<file path="config.mk">
export PLATFORM = sky130hd
export DESIGN_NAME = truth_table_sequencer
export DESIGN_NICKNAME = d
export VERILOG_FILES = /design/src/rtl/tt_pkg.sv /design/src/rtl/tt_settle_timer.sv /design/src/rtl/truth_table_sequencer.sv
export SDC_FILE = /design/constraint.sdc
export NUM_CORES = 1
export LEC_CHECK = 0
export ABC_AREA = 1
export BUFFER_PORTS_ARGS = -buffer_cell sky130_fd_sc_hd__buf_2
export CELL_PAD_IN_SITES_DETAIL_PLACEMENT = 0
export CELL_PAD_IN_SITES_GLOBAL_PLACEMENT = 1
export CORE_ASPECT_RATIO = 0.75
export CORE_MARGIN = 2
export CORE_UTILIZATION = 40
export DETAILED_ROUTE_END_ITERATION = 16
export PLACE_DENSITY = 0.87
export REMOVE_ABC_BUFFERS = 1
export SLEW_MARGIN = 20
export SYNTH_ARGS = -nofsm -noshare
export SYNTH_HDL_FRONTEND = slang
export SYNTH_SLANG_ARGS = --single-unit
</file>
<file path="constraint.sdc">
create_clock -name clk -period 2.4 [get_ports clk]
set_input_delay 0.24 -clock clk [delete_from_list [all_inputs] [get_ports clk]]
set_output_delay 0.24 -clock clk [all_outputs]
set_load 0.01 [all_outputs]
</file>
<file path="src/rtl/tt_pkg.sv">
// tt_pkg: shared types and helpers for the truth-table sequencer.
//   tt_state_t        sweep FSM states
//   TT_MAX_INPUTS     largest supported N_INPUTS
//   settle_cnt_width  width of the settle down-counter for a given SETTLE_CYCLES
package tt_pkg;

   typedef enum logic [1:0] {IDLE, DRIVE, SAMPLE, DONE} tt_state_t;

   localparam int unsigned TT_MAX_INPUTS = 8;

   // The counter is loaded with SETTLE_CYCLES-1, so it only needs to hold that value.
   function automatic int unsigned settle_cnt_width(input int unsigned settle_cycles);
      return (settle_cycles <= 2) ? 1 : $clog2(settle_cycles);
   endfunction

endpackage

</file>
<file path="src/rtl/tt_settle_timer.sv">
// tt_settle_timer: loadable down-counter that times how long a stimulus vector is held.
//   clk_i     rising-edge clock
//   reset_i   synchronous active-high reset
//   load_i    reload the counter with SETTLE_CYCLES-1 (asserted while outside DRIVE)
//   run_i     count down (asserted while in DRIVE)
//   expire_o  high in the last settle cycle of a DRIVE phase
module tt_settle_timer
   import tt_pkg::*;
#(
   parameter int unsigned SETTLE_CYCLES = 1
) (
   input  logic clk_i,
   input  logic reset_i,
   input  logic load_i,
   input  logic run_i,
   output logic expire_o
);

   localparam int unsigned W = settle_cnt_width(SETTLE_CYCLES);
   localparam logic [W-1:0] LoadVal = W'(SETTLE_CYCLES - 1);

   logic [W-1:0] cnt_q;

   always_ff @(posedge clk_i) begin
      if (reset_i) begin
         cnt_q <= '0;
      end else if (load_i) begin
         cnt_q <= LoadVal;
      end else if (run_i && (cnt_q != '0)) begin
         cnt_q <= cnt_q - 1'b1;
      end
   end

   assign expire_o = run_i && (cnt_q == '0);

endmodule

</file>
<file path="src/rtl/truth_table_sequencer.sv">
// truth_table_sequencer: sweeps every input combination of a small combinational DUT,
// samples its single-bit result and compares it against the TRUTH table.
//   clk        rising-edge clock
//   reset      synchronous active-high reset
//   start      begin a sweep (honoured only in IDLE or DONE)
//   stim       vector driven to the DUT (MSB = stim[N_INPUTS-1])
//   dut_r      DUT result, sampled only in SAMPLE
//   busy       sweep in progress
//   done       sweep finished, held until next accepted start or reset
//   pass       valid with done: no mismatches
//   err_count  mismatching vectors in the current/last sweep
//   first_fail index of the first mismatching vector (valid when err_count != 0)
// Build option: define TT_STOP_ON_FAIL_EN to end the sweep at the first mismatch.
module truth_table_sequencer
   import tt_pkg::*;
#(
   parameter int unsigned                N_INPUTS      = 2,
   parameter logic [(2**N_INPUTS)-1:0]   TRUTH         = 4'b0111,
   parameter int unsigned                SETTLE_CYCLES = 1
) (
   input  logic                clk,
   input  logic                reset,
   input  logic                start,
   output logic [N_INPUTS-1:0] stim,
   input  logic                dut_r,
   output logic                busy,
   output logic                done,
   output logic                pass,
   output logic [N_INPUTS:0]   err_count,
   output logic [N_INPUTS-1:0] first_fail
);

   localparam logic [N_INPUTS-1:0] LastIdx = '1;

   tt_state_t           state_q;
   logic [N_INPUTS-1:0] idx_q;
   logic                busy_q;
   logic                done_q;
   logic                pass_q;
   logic [N_INPUTS:0]   err_q;
   logic [N_INPUTS-1:0] ff_q;
   logic                settle_expire;
   logic                mismatch;
   logic                sweep_end;

   tt_settle_timer #(
      .SETTLE_CYCLES(SETTLE_CYCLES)
   ) u_settle (
      .clk_i   (clk),
      .reset_i (reset),
      .load_i  (state_q != DRIVE),
      .run_i   (state_q == DRIVE),
      .expire_o(settle_expire)
   );

   assign mismatch = (dut_r != TRUTH[idx_q]);

`ifdef TT_STOP_ON_FAIL_EN
   assign sweep_end = mismatch || (idx_q == LastIdx);
`else
   assign sweep_end = (idx_q == LastIdx);
`endif

   always_ff @(posedge clk) begin
      if (reset) begin
         state_q <= IDLE;
         idx_q   <= '0;
         busy_q  <= 1'b0;
         done_q  <= 1'b0;
         pass_q  <= 1'b0;
         err_q   <= '0;
         ff_q    <= '0;
      end else begin
         unique case (state_q)
            IDLE, DONE: begin
               if (start) begin
                  state_q <= DRIVE;
                  idx_q   <= '0;
                  busy_q  <= 1'b1;
                  done_q  <= 1'b0;
                  pass_q  <= 1'b0;
                  err_q   <= '0;
                  ff_q    <= '0;
               end
            end
            DRIVE: begin
               if (settle_expire) begin
                  state_q <= SAMPLE;
               end
            end
            SAMPLE: begin
               if (mismatch) begin
                  err_q <= err_q + 1'b1;
                  if (err_q == '0) begin
                     ff_q <= idx_q;
                  end
               end
               if (sweep_end) begin
                  // idx_q is left on the last driven vector so stim holds in DONE.
                  state_q <= DONE;
                  busy_q  <= 1'b0;
                  done_q  <= 1'b1;
                  pass_q  <= (err_q == '0) && !mismatch;
               end else begin
                  idx_q   <= idx_q + 1'b1;
                  state_q <= DRIVE;
               end
            end
            default: state_q <= IDLE;
         endcase
      end
   end

   assign stim       = idx_q;
   assign busy       = busy_q;
   assign done       = done_q;
   assign pass       = pass_q;
   assign err_count  = err_q;
   assign first_fail = ff_q;

endmodule

</file>
# Word-level counts from Yosys, hierarchy flattened
# Cells that the tools add are included.
[word_totals]
reg_bits = 13
inputBits = 4
wordCells = 62
[classes]
add_sub_neg = 3
order_cmp = 1
eq_ne = 12
mux = 23
bitwise = 1
reduce_logical = 14
[op_table]
columns = ["operator", "count"]
rows = [
  ["2-bit 2-to-1 mux", 7],
  ["2-bit inequality test (second input constant)", 6],
  ["3-bit AND reduction", 3],
  ["2-bit one-hot mux with 2 select lines", 2],
  ["2-bit == test (second input constant)", 3],
  ["1-bit 2-to-1 mux", 6],
  ["3-bit 2-to-1 mux", 2],
  ["1-bit one-hot mux with 2 select lines", 3],
  ["2-bit one-hot mux with 3 select lines", 1],
  ["3-bit one-hot mux with 2 select lines", 1],
  ["4-bit AND reduction", 1],
  ["2-bit OR reduction", 2],
  ["3-bit by 1-bit adder with 3-bit output (second input constant)", 1],
  ["1-bit logical AND", 3],
  ["3-bit zero test", 1],
  ["2-bit by 3-bit < comparator with 1-bit output (second input constant)", 1],
  ["2-bit by 1-bit adder with 2-bit output (second input constant)", 1],
  ["1-bit binary-select mux with 2-bit select", 1],
  ["2-bit by 1-bit == test with 1-bit output (second input constant)", 1],
  ["2-bit zero test", 1],
  ["2-bit by 1-bit inequality test with 1-bit output (second input constant)", 1],
  ["2-bit AND reduction", 1],
  ["2-bit nonzero test", 1],
  ["1-bit zero test", 1],
  ["other kinds (3)", 3],
]

# Longest topological paths before layout
[depth]
word_depth = 7
ltp_mapped = 11
depth_no_buf = 10

# Cells and area by module
# From an unflattened synthesis, not the netlist that was laid out.
[unflattened]
hier_cells = 108
area_unflattened_um2 = 754.5
[modules_own_cells]
columns = ["module", "instances", "cells_each", "area_per_inst_um2", "seq_area_each_um2"]
rows = [
  ["truth_table_sequencer", 1, 100, 708.2, 240.2],
  ["tt_settle_timer", 1, 8, 46.3, 20.0],
]

# Worst setup path before layout
# Ideal clock, no wire load.
[synth_path]
path_type = "reg-to-reg"
start = "register state_q[0]"
end = "register ff_q[0], in the netlist first_fail[0]"
setup_time_ns = 0.064
t_arrival_ns = 1.226
t_required_ns = 2.336
path_slack_ns = 1.110
path_stages_with_launch = 8
n_path_buf = 0
path_cell_list = "dfxtp_1 inv_1 ha_1 a21oi_4 nand3_2 nand2_1 inv_1 nor2_1"
[synth_between]
elab_chain_len = 4
word_cells_on_any_way = 10
cone_classes = "eq/ne: 5; mux: 1; reduce/logical: 4"
[synth_lines]
columns = ["element", "line", "source"]
rows = [
  ["start, declared", "truth_table_sequencer.sv:35", "tt_state_t state_q;"],
  ["start signal, assigned", "truth_table_sequencer.sv:66", "state_q <= IDLE;"],
  ["start signal, assigned", "truth_table_sequencer.sv:77", "state_q <= DRIVE;"],
  ["start signal, assigned", "truth_table_sequencer.sv:88", "state_q <= SAMPLE;"],
  ["2-bit == test or 2-bit zero test (tied branches)", "truth_table_sequencer.sv:74", "unique case (state_q)"],
  ["2-bit OR reduction", "truth_table_sequencer.sv:74", ""],
  ["2-bit inequality test (no source line) or 2-bit nonzero test (tied branches)", "n/a", ""],
  ["4-bit AND reduction (no source line)", "n/a", ""],
  ["end signal, assigned", "truth_table_sequencer.sv:95", "ff_q <= idx_q;"],
  ["end, declared", "truth_table_sequencer.sv:41", "logic [N_INPUTS-1:0] ff_q;"],
]
# Parallel ways exist; a longest one is shown, timed or not.
# A chain may end at the register's enable or synchronous reset.

# Final worst setup path
[layout_path]
start = "register state_q[0]"
end = "register done_q, in the netlist done"
[layout_between]
elab_chain_len = 4
word_cells_on_any_way = 9
cone_classes = "eq/ne: 4; mux: 1; reduce/logical: 4"
[layout_lines]
columns = ["element", "line", "source"]
rows = [
  ["2-bit == test or 2-bit zero test (tied branches)", "truth_table_sequencer.sv:74", ""],
  ["2-bit OR reduction", "truth_table_sequencer.sv:74", ""],
  ["2-bit inequality test (no source line) or 2-bit nonzero test (tied branches)", "n/a", ""],
  ["3-bit AND reduction (no source line)", "n/a", ""],
  ["end signal, assigned", "truth_table_sequencer.sv:69", "done_q <= 1'b0;"],
  ["end signal, assigned", "truth_table_sequencer.sv:80", "done_q <= 1'b0;"],
  ["end signal, assigned", "truth_table_sequencer.sv:102", "done_q <= 1'b1;"],
  ["end, declared", "truth_table_sequencer.sv:38", "logic done_q;"],
]
# Parallel ways exist; a longest one is shown, timed or not.

==> results.cfg <==
[finish]
syn_to_final_growth_pct = 14.41
final_area_um2 = 854.6
multi_input_area_um2 = 405.4
regArea_um2 = 260.3
antenna_cells = 0
drive_gt1_frac = 0.3051
filler_cell_count = 182
fin_nets = 129

[routing]
wirelength_mm = 1.432
vias = 638
wl_per_cell_um = 10.23
first_pass_iters = 4
wl_met1_um = 710
route.met2.wl_um = 620
wl_met3_um = 82
viasPerCell = 4.557
top_layer_used = met4
drt_iter0_drc = 7
drc = 0
antenna_left = 0

[sta]
period_share = 0.6032
worst_clock_skew_ns = 0.007605
fin_crit_ns = 1.448
drv_slew = 0
clock.fmax_mhz = 690.8
setup_violations = 0
hold_violations = 0
rsz0062_at_grt = no
fin_setup_tns_ns = 0

[critical_path]
crit_type = reg2reg
crit_slowest_cell = ha_1
reg2reg_from = state_q[0]
start_kind = register
startpoint = state_q[0]
crit_path_max_fanout = 9
critical_path_arrival_ns = 1.63
path_cells = inv_1 -> ha_1 -> nand2_2 -> nand2_1 -> nand2_2 -> inv_2 -> nand2_2 -> nand2_2 -> nor2_2
cpMostUsedCell = nand2_2
end_kind = register
worst_path_largest_cell_delay_ns = 0.42
required_ns = 2.58

[floorplanning]
start_util = 0.4292
io_pins = 14
die_w_um = 53.90
dieArea_um2 = 2233
die_y_um = 41.43
rows = 13
core_region_area_um2 = 1740

[clock_tree]
clk_pin_slew_ns = 0.08
cts_setup_buffers = 0
post_cts_resized = 0
cts_buffers = 3
cts-root-buf = clkbuf_4
cts_tree = done
clock_path_buffers = 2
worstSkewPairLatency_ns = 0.28
hold_buffers = 0
cts_sinks = 13
htreeDepth = 1

[yosys]
ys_seq_area_frac = 0.3484
yosys_register_bits = 13
synth_cell_types = 20
syn_inst = 102
yosysWarningCount = 0
synth.avg_cell_area_um2 = 7.323
synth_area_um2 = 747.0

[global_routing]
antenna_found_initial = 0
grt_max_degree = 10
grt_overflow = 0
grt_pass1_wl_mm = 2.615
grt_pass1_vias = 614
grtUsageTotal = 0.1582

[flow_run]
drv_cap = 0

[pwr]
p_leak_nw = 0.4426
powerDensity_nw_per_um2 = 1054
p_clk_frac = 0.156
ir_drop_uv = 572.2
p_sw_uw = 392.5
sequentialPowerShare = 0.351
combPwrFrac = 0.493
p_int_uw = 508.5
p_sw_frac = 0.4356

[outcome]
run_status = completed

[worst_hold_path]
worstHoldStart = reset
holdCritPathClass = in2reg

[placed_design]
gp_congestion = 0.8063
dp_hpwl_mm = 1.108
port_buffers = 13
place_area_um2 = 828.3
==> layout make-up <==
| type | instances | area share |
|---|---|---|
| Multi-Input combinational cell | 70 | 0.4744 |
| Inverter | 18 | 0.08199 |
| Tap cell | 22 | 0.03221 |
| Clock buffer | 4 | 0.03075 |
| Timing Repair Buffer | 13 | 0.07613 |
| Sequential cell | 13 | 0.3045 |
==> layout by cell type, fill, tap and decap left out <==
cell	n
a21oi_1	6
a21oi_2	2
a21oi_4	1
buf_2	13
clkbuf_1	1
clkbuf_4	3
conb_1	1
dfxtp_1	13
ha_1	6
inv_1	11
inv_2	6
inv_4	1
nand2_1	24
nand2_2	6
nand3_1	5
nand3_2	1
nand3_4	1
nand4_1	2
nor2_1	10
nor2_2	1
nor2_4	1
o21ai_1	3
==> path summary, 6_finish.rpt <==
path                      to  slack [ns]  cells after the start
setup reg to reg        done        0.95                      9
hold / removal       stim[1]        0.20                      2
setup / recovery        done        0.95                      9
hold reg to reg   state_q[1]        0.49                      2
==> kinds of logic (layout without fill, tap and decap cells) <==
kind of cell             after synthesis  after routing  share of synthesized area
AO/OA/AOI/OAI                         12             12                     0.1055
adder cells (fa/ha/maj)                6              6                     0.1005
buffers and inverters                 19             35                     0.1089
flip-flops                            13             13                     0.3484
other                                  1              1                   0.005020
AND/OR/NAND/NOR                       51             51                     0.3317
==> Yosys cell counts <==
library cell	count	share of area
nand2_1	24	0.12
dfxtp_1	13	0.35
inv_1	11	0.055
nor2_1	10	0.050
a21oi_1	6	0.040
ha_1	6	0.10
inv_2	6	0.030
nand2_2	6	0.050
nand3_1	5	0.033
o21ai_1	3	0.020
a21oi_2	2	0.023
nand4_1	2	0.017
a21oi_4	1	0.022
buf_6	1	0.015
conb_1	1	0.0050
inv_4	1	0.0084
nand3_2	1	0.013
nand3_4	1	0.023
nor2_2	1	0.0084
nor2_4	1	0.015
==> per-layer routing <==
metal  vias up  track usage
li1        343            -
met1       275       0.2130
met2        16       0.2366
met3         4      0.05396
met4         0      0.04615
met5         -            0
==> critical path: cells and delay by family (launching register included) <==
| family | cells | cell delay [ns] |
|---|---|---|
| DFF | 1 | 0.34 |
| buffers and inverters | 2 | 0.13 |
| and+or+nand+nor | 6 | 0.46 |
| adders and majority gates | 1 | 0.42 |
==> registers in the layout (all words and copies together), names as in the netlist <==
name            cells
busy                1
done                1
err_count           3
first_fail          2
pass                1
state_q             2
stim                2
u_settle.cnt_q      1
==> metrics by stage <==
| step | utilization | hold WS (ns) | power (mW) | setup WS, ns | cells |
|---|---|---|---|---|---|
| after floorplan | - | 0.3024 | 0.6604 | 1.108 | 101 |
| after global placement | 0.4759 | 0.4684 | 0.7585 | 1.004 | 136 |
| after detailed placement | 0.4759 | 0.4737 | 0.7643 | 0.9576 | 136 |
| after CTS | 0.4910 | 0.1909 | 0.9102 | 0.9327 | 140 |
| after global routing | 0.4910 | 0.1829 | 0.9945 | 0.7795 | 140 |
| final | 0.4910 | 0.1953 | 0.9010 | 0.9524 | 140 |
==> power groups by stage <==
stage | Clock (mW) | Sequential [mW] | Combinational, mW
2_1_floorplan | 0 | 0.341 | 0.320
3_3_place_gp | 0 | 0.318 | 0.440
4_1_cts | 0.145 | 0.318 | 0.448
3_5_place_dp | 0 | 0.320 | 0.444
5_1_grt | 0.157 | 0.327 | 0.511
6_report | 0.140 | 0.317 | 0.444
No activity file was read; power rests on OpenSTA's default activity.
